==> src/rtl/adc_rst_seq_pkg.sv <==
// Shared state encodings, timing defaults and output decode for the ADC capture reset sequencer.
package adc_rst_seq_pkg;

  localparam logic [2:0] S_RST     = 3'd0;
  localparam logic [2:0] S_SETTLE  = 3'd1;
  localparam logic [2:0] S_DLYRST  = 3'd2;
  localparam logic [2:0] S_WAITRDY = 3'd3;
  localparam logic [2:0] S_SRDRST  = 3'd4;
  localparam logic [2:0] S_LOCKED  = 3'd5;

  localparam int RETRY_MAX = 15;

  localparam int DEF_SETTLE_CYC  = 256;
  localparam int DEF_DLYRST_CYC  = 16;
  localparam int DEF_RDY_TIMEOUT = 4096;
  localparam int DEF_SRDRST_CYC  = 8;

  typedef struct packed {
    logic dly_rst;
    logic serdes_rst;
    logic lockeda;
  } seq_out_t;

  function automatic int max4(input int a, input int b, input int c, input int d);
    int m;
    m = a;
    if (b > m) m = b;
    if (c > m) m = c;
    if (d > m) m = d;
    return m;
  endfunction

  // Outputs are a pure function of the state they are registered alongside.
  function automatic seq_out_t decode_out(input logic [2:0] st);
    seq_out_t o;
    o.dly_rst    = (st == S_RST) || (st == S_SETTLE) || (st == S_DLYRST);
    o.serdes_rst = (st != S_LOCKED);
    o.lockeda    = (st == S_LOCKED);
    return o;
  endfunction

endpackage

==> src/rtl/adc_rst_seq_rst_sync.sv <==
// rst_sync3: async-assert, clocked-release shift chain; with RST_VAL=0 and STAGES=2 it is a plain CDC synchroniser.
module rst_sync3 #(
  parameter int   STAGES  = 3,
  parameter logic RST_VAL = 1'b1
) (
  input  logic clk,
  input  logic arst,
  input  logic d,
  output logic q
);

  logic [STAGES-1:0] ff;

  always_ff @(posedge clk or posedge arst) begin
    if (arst) ff <= {STAGES{RST_VAL}};
    else      ff <= {ff[STAGES-2:0], d};
  end

  assign q = ff[STAGES-1];

endmodule

==> src/rtl/adc_rst_seq.sv <==
// Reset/lock sequencer for the ADC capture path: IDELAYCTRL reset, RDY wait with retry, ISERDES reset, lock.
// Optional ADC_RST_SEQ_RDY_MON_EN: drop lock when synchronised dly_rdy is low for 2 cycles while locked.
module adc_rst_seq
  import adc_rst_seq_pkg::*;
#(
  parameter int SETTLE_CYC  = DEF_SETTLE_CYC,
  parameter int DLYRST_CYC  = DEF_DLYRST_CYC,
  parameter int RDY_TIMEOUT = DEF_RDY_TIMEOUT,
  parameter int SRDRST_CYC  = DEF_SRDRST_CYC
) (
  input  logic       clk_div_a,
  input  logic       bufg_rst,
  input  logic       dly_rdy,
  input  logic       soft_rst,
  output logic       dly_rst,
  output logic       serdes_rst,
  output logic       gclk_sd_lockeda,
  output logic [3:0] retry_cnt,
  output logic [2:0] seq_state
);

  localparam int CNT_MAX = max4(SETTLE_CYC, DLYRST_CYC, RDY_TIMEOUT, SRDRST_CYC);
  localparam int CNT_W   = (CNT_MAX > 1) ? $clog2(CNT_MAX) : 1;

  localparam logic [CNT_W-1:0] SETTLE_LAST  = CNT_W'(SETTLE_CYC - 1);
  localparam logic [CNT_W-1:0] DLYRST_LAST  = CNT_W'(DLYRST_CYC - 1);
  localparam logic [CNT_W-1:0] TIMEOUT_LAST = CNT_W'(RDY_TIMEOUT - 1);
  localparam logic [CNT_W-1:0] SRDRST_LAST  = CNT_W'(SRDRST_CYC - 1);
  localparam logic [3:0]       RETRY_SAT    = 4'(RETRY_MAX);

  logic             rst_i;
  logic             rdy_s;
  logic             rdy_lost;
  logic             retry_inc;
  logic [2:0]       state_nxt;
  logic [CNT_W-1:0] cnt;
  seq_out_t         out_nxt;

  rst_sync3 #(.STAGES(3), .RST_VAL(1'b1)) u_rst_sync (
    .clk  (clk_div_a),
    .arst (bufg_rst),
    .d    (1'b0),
    .q    (rst_i)
  );

  rst_sync3 #(.STAGES(2), .RST_VAL(1'b0)) u_rdy_sync (
    .clk  (clk_div_a),
    .arst (rst_i),
    .d    (dly_rdy),
    .q    (rdy_s)
  );

`ifdef ADC_RST_SEQ_RDY_MON_EN
  // rdy_lo remembers that rdy_s was already low on the previous locked cycle.
  logic rdy_lo;

  always_ff @(posedge clk_div_a or posedge rst_i) begin
    if (rst_i) rdy_lo <= 1'b0;
    else       rdy_lo <= (seq_state == S_LOCKED) && (state_nxt == S_LOCKED) && !rdy_s;
  end

  assign rdy_lost = rdy_lo && !rdy_s;
`else
  assign rdy_lost = 1'b0;
`endif

  always_comb begin
    state_nxt = seq_state;
    retry_inc = 1'b0;
    case (seq_state)
      S_RST:    state_nxt = S_SETTLE;
      S_SETTLE: if (cnt == SETTLE_LAST) state_nxt = S_DLYRST;
      S_DLYRST: if (cnt == DLYRST_LAST) state_nxt = S_WAITRDY;
      S_WAITRDY: begin
        // A ready seen on the timeout cycle takes priority over the retry.
        if (rdy_s) begin
          state_nxt = S_SRDRST;
        end else if (cnt == TIMEOUT_LAST) begin
          state_nxt = S_DLYRST;
          retry_inc = 1'b1;
        end
      end
      S_SRDRST: if (cnt == SRDRST_LAST) state_nxt = S_LOCKED;
      S_LOCKED: if (soft_rst || rdy_lost) state_nxt = S_DLYRST;
      default:  state_nxt = S_RST;
    endcase
  end

  assign out_nxt = decode_out(state_nxt);

  always_ff @(posedge clk_div_a or posedge rst_i) begin
    if (rst_i) begin
      seq_state       <= S_RST;
      dly_rst         <= 1'b1;
      serdes_rst      <= 1'b1;
      gclk_sd_lockeda <= 1'b0;
      retry_cnt       <= 4'd0;
      cnt             <= '0;
    end else begin
      seq_state       <= state_nxt;
      dly_rst         <= out_nxt.dly_rst;
      serdes_rst      <= out_nxt.serdes_rst;
      gclk_sd_lockeda <= out_nxt.lockeda;
      if (retry_inc && (retry_cnt != RETRY_SAT)) retry_cnt <= retry_cnt + 4'd1;
      if (state_nxt != seq_state)   cnt <= '0;
      else if (seq_state != S_LOCKED) cnt <= cnt + CNT_W'(1);
    end
  end

endmodule

==> config.mk <==
export PLATFORM = sky130hd
export DESIGN_NAME = adc_rst_seq
export DESIGN_NICKNAME = d
export VERILOG_FILES = /design/src/rtl/adc_rst_seq_pkg.sv /design/src/rtl/adc_rst_seq_rst_sync.sv /design/src/rtl/adc_rst_seq.sv
export SDC_FILE = /design/constraint.sdc
export NUM_CORES = 1
export LEC_CHECK = 0
export BUFFER_PORTS_ARGS = -buffer_cell sky130_fd_sc_hd__buf_2
export CORE_MARGIN = 5
export CORE_UTILIZATION = 47
export CTS_CLUSTER_SIZE = 40
export DETAILED_ROUTE_END_ITERATION = 6
export PLACE_DENSITY = 0.75
export SETUP_SLACK_MARGIN = 0.3
export SYNTH_ARGS = -nofsm -noshare
export SYNTH_HDL_FRONTEND = slang
export SYNTH_SLANG_ARGS = --single-unit
==> constraint.sdc <==
create_clock -name clk_div_a -period 1.8 [get_ports clk_div_a]
set_input_delay 0.27 -clock clk_div_a [delete_from_list [all_inputs] [get_ports clk_div_a]]
set_output_delay 0.27 -clock clk_div_a [all_outputs]
set_load 0.03 [all_outputs]
==> impl_metrics.toml, run 1 <==
[outcome]
status = "finished with violations"
violations = "negative setup slack"

[finish]
stdcell_area_um2 = 1900
num-nets-final = 190
drive_gt1_frac = 0.437
syn_to_final_growth_pct = 32.5
fillers = 218
antenna_cells = 0
fin_util = 0.637

[pwr]
power.density_nw_per_um2 = 479
total_leakage_power_nw = 0.907
comb_power_share = 0.026
switchingPower_w = 0.000198
power_frac_seq = 0.680
power_w = 0.000908
p_int_w = 0.000710
switching_share = 0.218
p_clk_frac = 0.294
vdd_drop_max_uv = 246

[routing]
drc = 0
drt_iter0_drc = 136
wl_per_cell_um = 15.9
drt-total-wl_mm = 3.43
dr.pass1.iters = 4
vias_per_cell = 5.67
via_count = 1225
antenna_left = 0

[clocking]
ctsLongestPathBuffers = 2
cts_made_buffers = 3
clock-sinks = 27
cts_max_level = 1
clk_pin_slew_worst_paths_ns = 0.14
clk_latency_ns = 0.34
tritoncts = "built"
cts-root-buf = "clkbuf_4"

[setup_path]
slowest_delay_ns = 0.56
path_max_fanout = 12
cp_cell_sequence = "or4_4 > o31ai_4 > nand4_1 > xor2_2 > buf_6 > nor3b_2"
required_ns = 2.08
crit_slowest_cell = "or4_4"
arrival_ns = 2.19
reg2reg_slack_ns = -0.11
timing.rr.start = "cnt[11]"
startpoint = "cnt[11]"
cp-end-kind = "register"
start_kind = "register"
crit_type = "reg2reg"

[yosys]
synthDominantCellAreaShare = 0.385
syn_area_per_cell_um2 = 10.0
synthCells = 143
synth_edf_count = 0
synth-seq-cells = 27
yosys_warnings = 0
synth_nets = 149
ys_async_sr_fraction = 1.00
synth_area_um2 = 1430
yosysSeqAreaShare = 0.476
yosysTopAreaCell = "dfrtp_1"
synthTopCellsByArea = "dfrtp_1 (38%), dfstp_2 (9.2%), xor2_1 (5.5%), nand2_1 (5.2%), nor2_1 (3.4%)"
post_synth_num_cell_types = 45
synth-main-ff-cell = "dfrtp_1"

[timing]
rsz0062_at_grt = "yes"
drv_slew = 0
fin_hold_ws_ns = 0.0329
fin_crit_sh = 1.06
hold_viol = 0
finClkSkew_ns = 0.0106
max_freq_mhz = 523
min_period_ns = 1.91
setup_ws_ns = -0.111
final-setup-viol-count = 12

[die]
start_util = 0.481
ios = 14
coreArea_um2 = 2980
die_x_um = 65.2
rows = 20
die_h_um = 65.2
die-area_um2 = 4250

[min_path]
hp-class = "in2reg"
min_from = "dly_rdy"

[global_route]
grt-ovfl-total = 0
grt_max_degree = 17
grt_first_pass_wirelength_mm = 5.73
antenna_found_initial = 0
grt_usage = 0.176
first_global_vias = 1266

[place]
gp_congestion = 0.759
place_area_um2 = 1690
io_buffer_count = 13
dp_hpwl_mm = 2.41
dp_slack_ns = -0.224

[run]
cap_violations = 0
cells in the mapped netlist (2+ instances only):
master and instances:
and3b_1 2, nor4bb_1 2, nor2_1 13, nand2b_1 2, nand3_1 5, xor2_1 9, nor4_1 4, ha_1 2
mux2_2 2, buf_6 2, nor3b_1 3, a21oi_1 3, inv_1 4, nand2_1 20, dfstp_2 5, nand4_1 6
buf_4 2, dfrtp_1 22, xnor2_1 4, nor3_1 6
critical path, delay by kind of cell (launching register included):
family	cells	cell delay [ns]
AO/OA/AOI/OAI	1	0.18
XOR/XNOR	1	0.20
buffers and inverters	1	0.16
flip-flops	1	0.40
AND/OR/NAND/NOR	3	0.92
sequential cells by signal, indices dropped and copies added, names as in the netlist:
name / cells
cnt: 12
retry_cnt: 4
seq_state: 3
u_rst_sync.ff: 3
u_rdy_sync.ff: 2
dly_rst: 1
gclk_sd_lockeda: 1
serdes_rst: 1
layer usage:
| metal | vias to the layer above | GRT usage | share of wire |
|---|---|---|---|
| met5 | - | 0 | 0 |
| met3 | 6 | 0.0376 | 0.027 |
| li1 | 575 | - | - |
| met4 | 0 | 0.0803 | 0.013 |
| met1 | 619 | 0.205 | 0.44 |
| met2 | 25 | 0.308 | 0.52 |
area by class of cell:
cell class                 instances  area [um2]  area share
timing repair buffer              43         313       0.165
sequential                        27         687       0.362
inverter                           4        15.0     0.00792
multi-input combinational        105         815       0.429
tap                               33        41.3      0.0218
clock buffer                       4        26.3      0.0139
layout by cell type (no fill, tap or decap), types with 5 or more instances in the layout:
| cell | count |
|---|---|
| buf_2 | 13 |
| xor2_1 | 8 |
| dfrtp_1 | 18 |
| dfstp_2 | 5 |
| nand4_1 | 6 |
| buf_4 | 26 |
| nor2_1 | 12 |
| nand2_1 | 19 |
timing repair:
action,CTS,global route
gates resized for setup,6,15
hold buffers,1,0
buffers inserted,5,2
setup endpoints to repair,19,21
endpoints found under the hold margin,3,0
pin swaps,4,1
power groups by stage:
stage | clock network [W] | registers (W) | logic, W
2_1_floorplan | 0 | 0.000628 | 0.0000124
6_report | 0.000267 | 0.000617 | 0.0000235
3_5_place_dp | 0 | 0.000628 | 0.0000226
4_1_cts | 0.000271 | 0.000617 | 0.0000243
5_1_grt | 0.000304 | 0.000619 | 0.0000278
3_3_place_gp | 0 | 0.000628 | 0.0000210
final timing paths:
kind / end / depth (start not counted)
worst max-delay path: cnt[1] / 6
worst min-delay path: u_rdy_sync.ff[0] / 1
worst max register to register: cnt[1] / 6
worst min register to register: retry_cnt[1] / 1
max in group asynchronous: serdes_rst / 2
min in group asynchronous: retry_cnt[1] / 1
through the flow:
stage / instances / setup TNS [ns]
after floorplan: 143 / -0.116
after global placement: 204 / -0.121
after detailed placement: 204 / -1.51
after CTS: 214 / -0.729
after global routing: 216 / -1.23
final: 216 / -0.596
kinds of logic (layout without fill, tap and decap cells):
kind of cell,Yosys count,in the layout,share of synthesized area
compound gates,12,12,0.0647
xor+xnor,13,13,0.0795
fa+ha+maj,2,2,0.0175
buf+inv,11,51,0.0524
flops,27,27,0.476
mux,3,3,0.0227
other cells,1,1,0.00262
simple gates,74,74,0.284
Power figures use the tool's default switching activity.
==> run 2, diff against run 1 <==
--- a/config.mk
+++ b/config.mk
@@ -10,6 +10,7 @@
 export CORE_UTILIZATION = 47
 export CTS_CLUSTER_SIZE = 40
 export DETAILED_ROUTE_END_ITERATION = 6
+export GPL_TIMING_DRIVEN = 0
 export PLACE_DENSITY = 0.75
 export SETUP_SLACK_MARGIN = 0.3
 export SYNTH_ARGS = -nofsm -noshare
==> constraint.sdc (replaced) <==
create_clock -name clk_div_a -period 2.4 [get_ports clk_div_a]
set_input_delay 0.36 -clock clk_div_a [delete_from_list [all_inputs] [get_ports clk_div_a]]
set_output_delay 0.36 -clock clk_div_a [all_outputs]
set_load 0.005 [all_outputs]
==> run 2 against run 1 <==
The run now ends clean. Largest power group unchanged. Clock power is 23% lower. Sequential share of layout area up 5.3 points. Worst hold slack improved by 0.019 ns. Via count down 10%.
==> impl_metrics.toml, run 2 (synthesis gave the netlist of run 1 again) <==
[outcome]
status = "completed"

[setup_path]
slowest_delay_ns = 0.54
reg2reg_slack_ns = 0.40
arrival_ns = 2.24
crit_type = "reg2reg"
start_kind = "register"
cp-end-kind = "register"
cp_cell_sequence = "or4_4 > o31ai_2 > nand4_1 > xor2_2 > buf_6 > nor2_1"
path_max_fanout = 10
crit_slowest_cell = "or4_4"
required_ns = 2.63

[clocking]
hold_buffers = 0
clk_latency_ns = 0.33
cts_max_level = 1
clock-sinks = 27
tritoncts = "built"
cts_made_buffers = 3
ctsLongestPathBuffers = 2
clk_pin_slew_worst_paths_ns = 0.16
cts-root-buf = "clkbuf_4"

[finish]
antenna_cells = 0
reg_top3 = "cnt x12, retry_cnt x4"
regMostFlops = "cnt"
drive_gt1_frac = 0.311
num-nets-final = 171
final_cell_mix = "nand2_1 (20), dfrtp_1 (20), buf_2 (14)"
syn_to_final_growth_pct = 15.1
largest_reg_flops = 12
fin_util = 0.553

[routing]
antenna_left = 0
drc = 0
vias_per_cell = 5.58
drt_iter0_drc = 66
drt-total-wl_mm = 2.80
wl_per_cell_um = 14.2
via_count = 1099
dr.pass1.iters = 4

[place]
io_buffer_count = 13
dp_hpwl_mm = 1.88
dp_slack_ns = 0.346
gp_congestion = 0.886

[global_route]
first_global_vias = 1030
grt_first_pass_wirelength_mm = 4.68
grt-ovfl-total = 0
grt_max_degree = 25
grt_usage = 0.137
antenna_found_initial = 0

[die]
die_x_um = 65.2
rows = 20
die_h_um = 65.2
coreArea_um2 = 2980
ios = 14
start_util = 0.481
die-area_um2 = 4250

[timing]
setup_ws_ns = 0.397
rsz0062_at_grt = "no"
fin_setup_tns_ns = 0
maxSlewHeadroom = 0.399
final-setup-viol-count = 0
drv_slew = 0
hold_viol = 0
max_freq_mhz = 499
fin_crit_sh = 0.835
min_period_ns = 2.00
finClkSkew_ns = 0.0101
worst_pin_slew_ns = 0.901

[pwr]
power.density_nw_per_um2 = 415
power_w = 0.000683
vdd_drop_max_uv = 287
total_leakage_power_nw = 0.791

[min_path]
hp-class = "in2async"

[run]
cap_violations = 0
## run 2: changes by cell type in the layout (fill, tap and decap cells not counted), sizes merged
cell	previous run	this run
buf	42	22
clkbuf	4	5
clkinvlp	0	1
dlygate4sd3	1	0
## run 2: final timing paths
path / cells past startpoint / end / from
max in group asynchronous: 1 / cnt[9] / u_rst_sync.ff[2]
min in group clk_div_a: 1 / u_rdy_sync.ff[0] / dly_rdy
min: 2 / u_rst_sync.ff[1] / bufg_rst
max: 6 / cnt[3] / cnt[8]
max reg2reg: 6 / cnt[3] / cnt[8]
min reg2reg: 0 / u_rst_sync.ff[2] / u_rst_sync.ff[1]
## run 2: per-layer routing
| metal | up-vias | part of all wire | GRT usage |
|---|---|---|---|
| met5 | - | 0 | 0 |
| met4 | 0 | 0.0075 | 0.0415 |
| met3 | 4 | 0.036 | 0.0291 |
| met2 | 23 | 0.47 | 0.209 |
| met1 | 532 | 0.48 | 0.196 |
| li1 | 540 | - | - |
## run 2: repair_timing
item,in CTS,in global routing
setup buffers,0,4
gates resized for setup,0,10
endpoints found under the setup margin,0,12
## run 2: report_power, final
part	switching, W	internal [W]
clock	0.000142	0.0000637
combinational	0.0000111	0.00000336
sequential	0.00000171	0.000462
total	0.000154	0.000529
## run 2: worst max-delay path: cells and delay by family, from the launching register on
family / cells / cell delay [ns]
buffers and inverters: 1 / 0.18
AO/OA/AOI/OAI: 1 / 0.18
XOR/XNOR: 1 / 0.28
AND/OR/NAND/NOR: 3 / 0.80
flip-flops: 1 / 0.46
## run 2: layout make-up
cell class | instances | area, um2
timing repair buffer | 17 | 95.1
inverter | 4 | 15.0
tap | 33 | 41.3
clock inverter | 1 | 7.51
buffer | 7 | 60.1
sequential | 27 | 684
multi-input combinational | 105 | 722
fill | 261 | 1330
clock buffer | 3 | 22.5
## run 2: through the flow
stage / instance area, um2 / hold slack, ns / cells
floorplan: 1430 / 0.293 / 143
global placement: 1540 / 0.337 / 189
detailed placement: 1540 / 0.347 / 189
CTS: 1570 / 0.0487 / 193
global route: 1650 / 0.0465 / 197
finish: 1650 / 0.0515 / 197
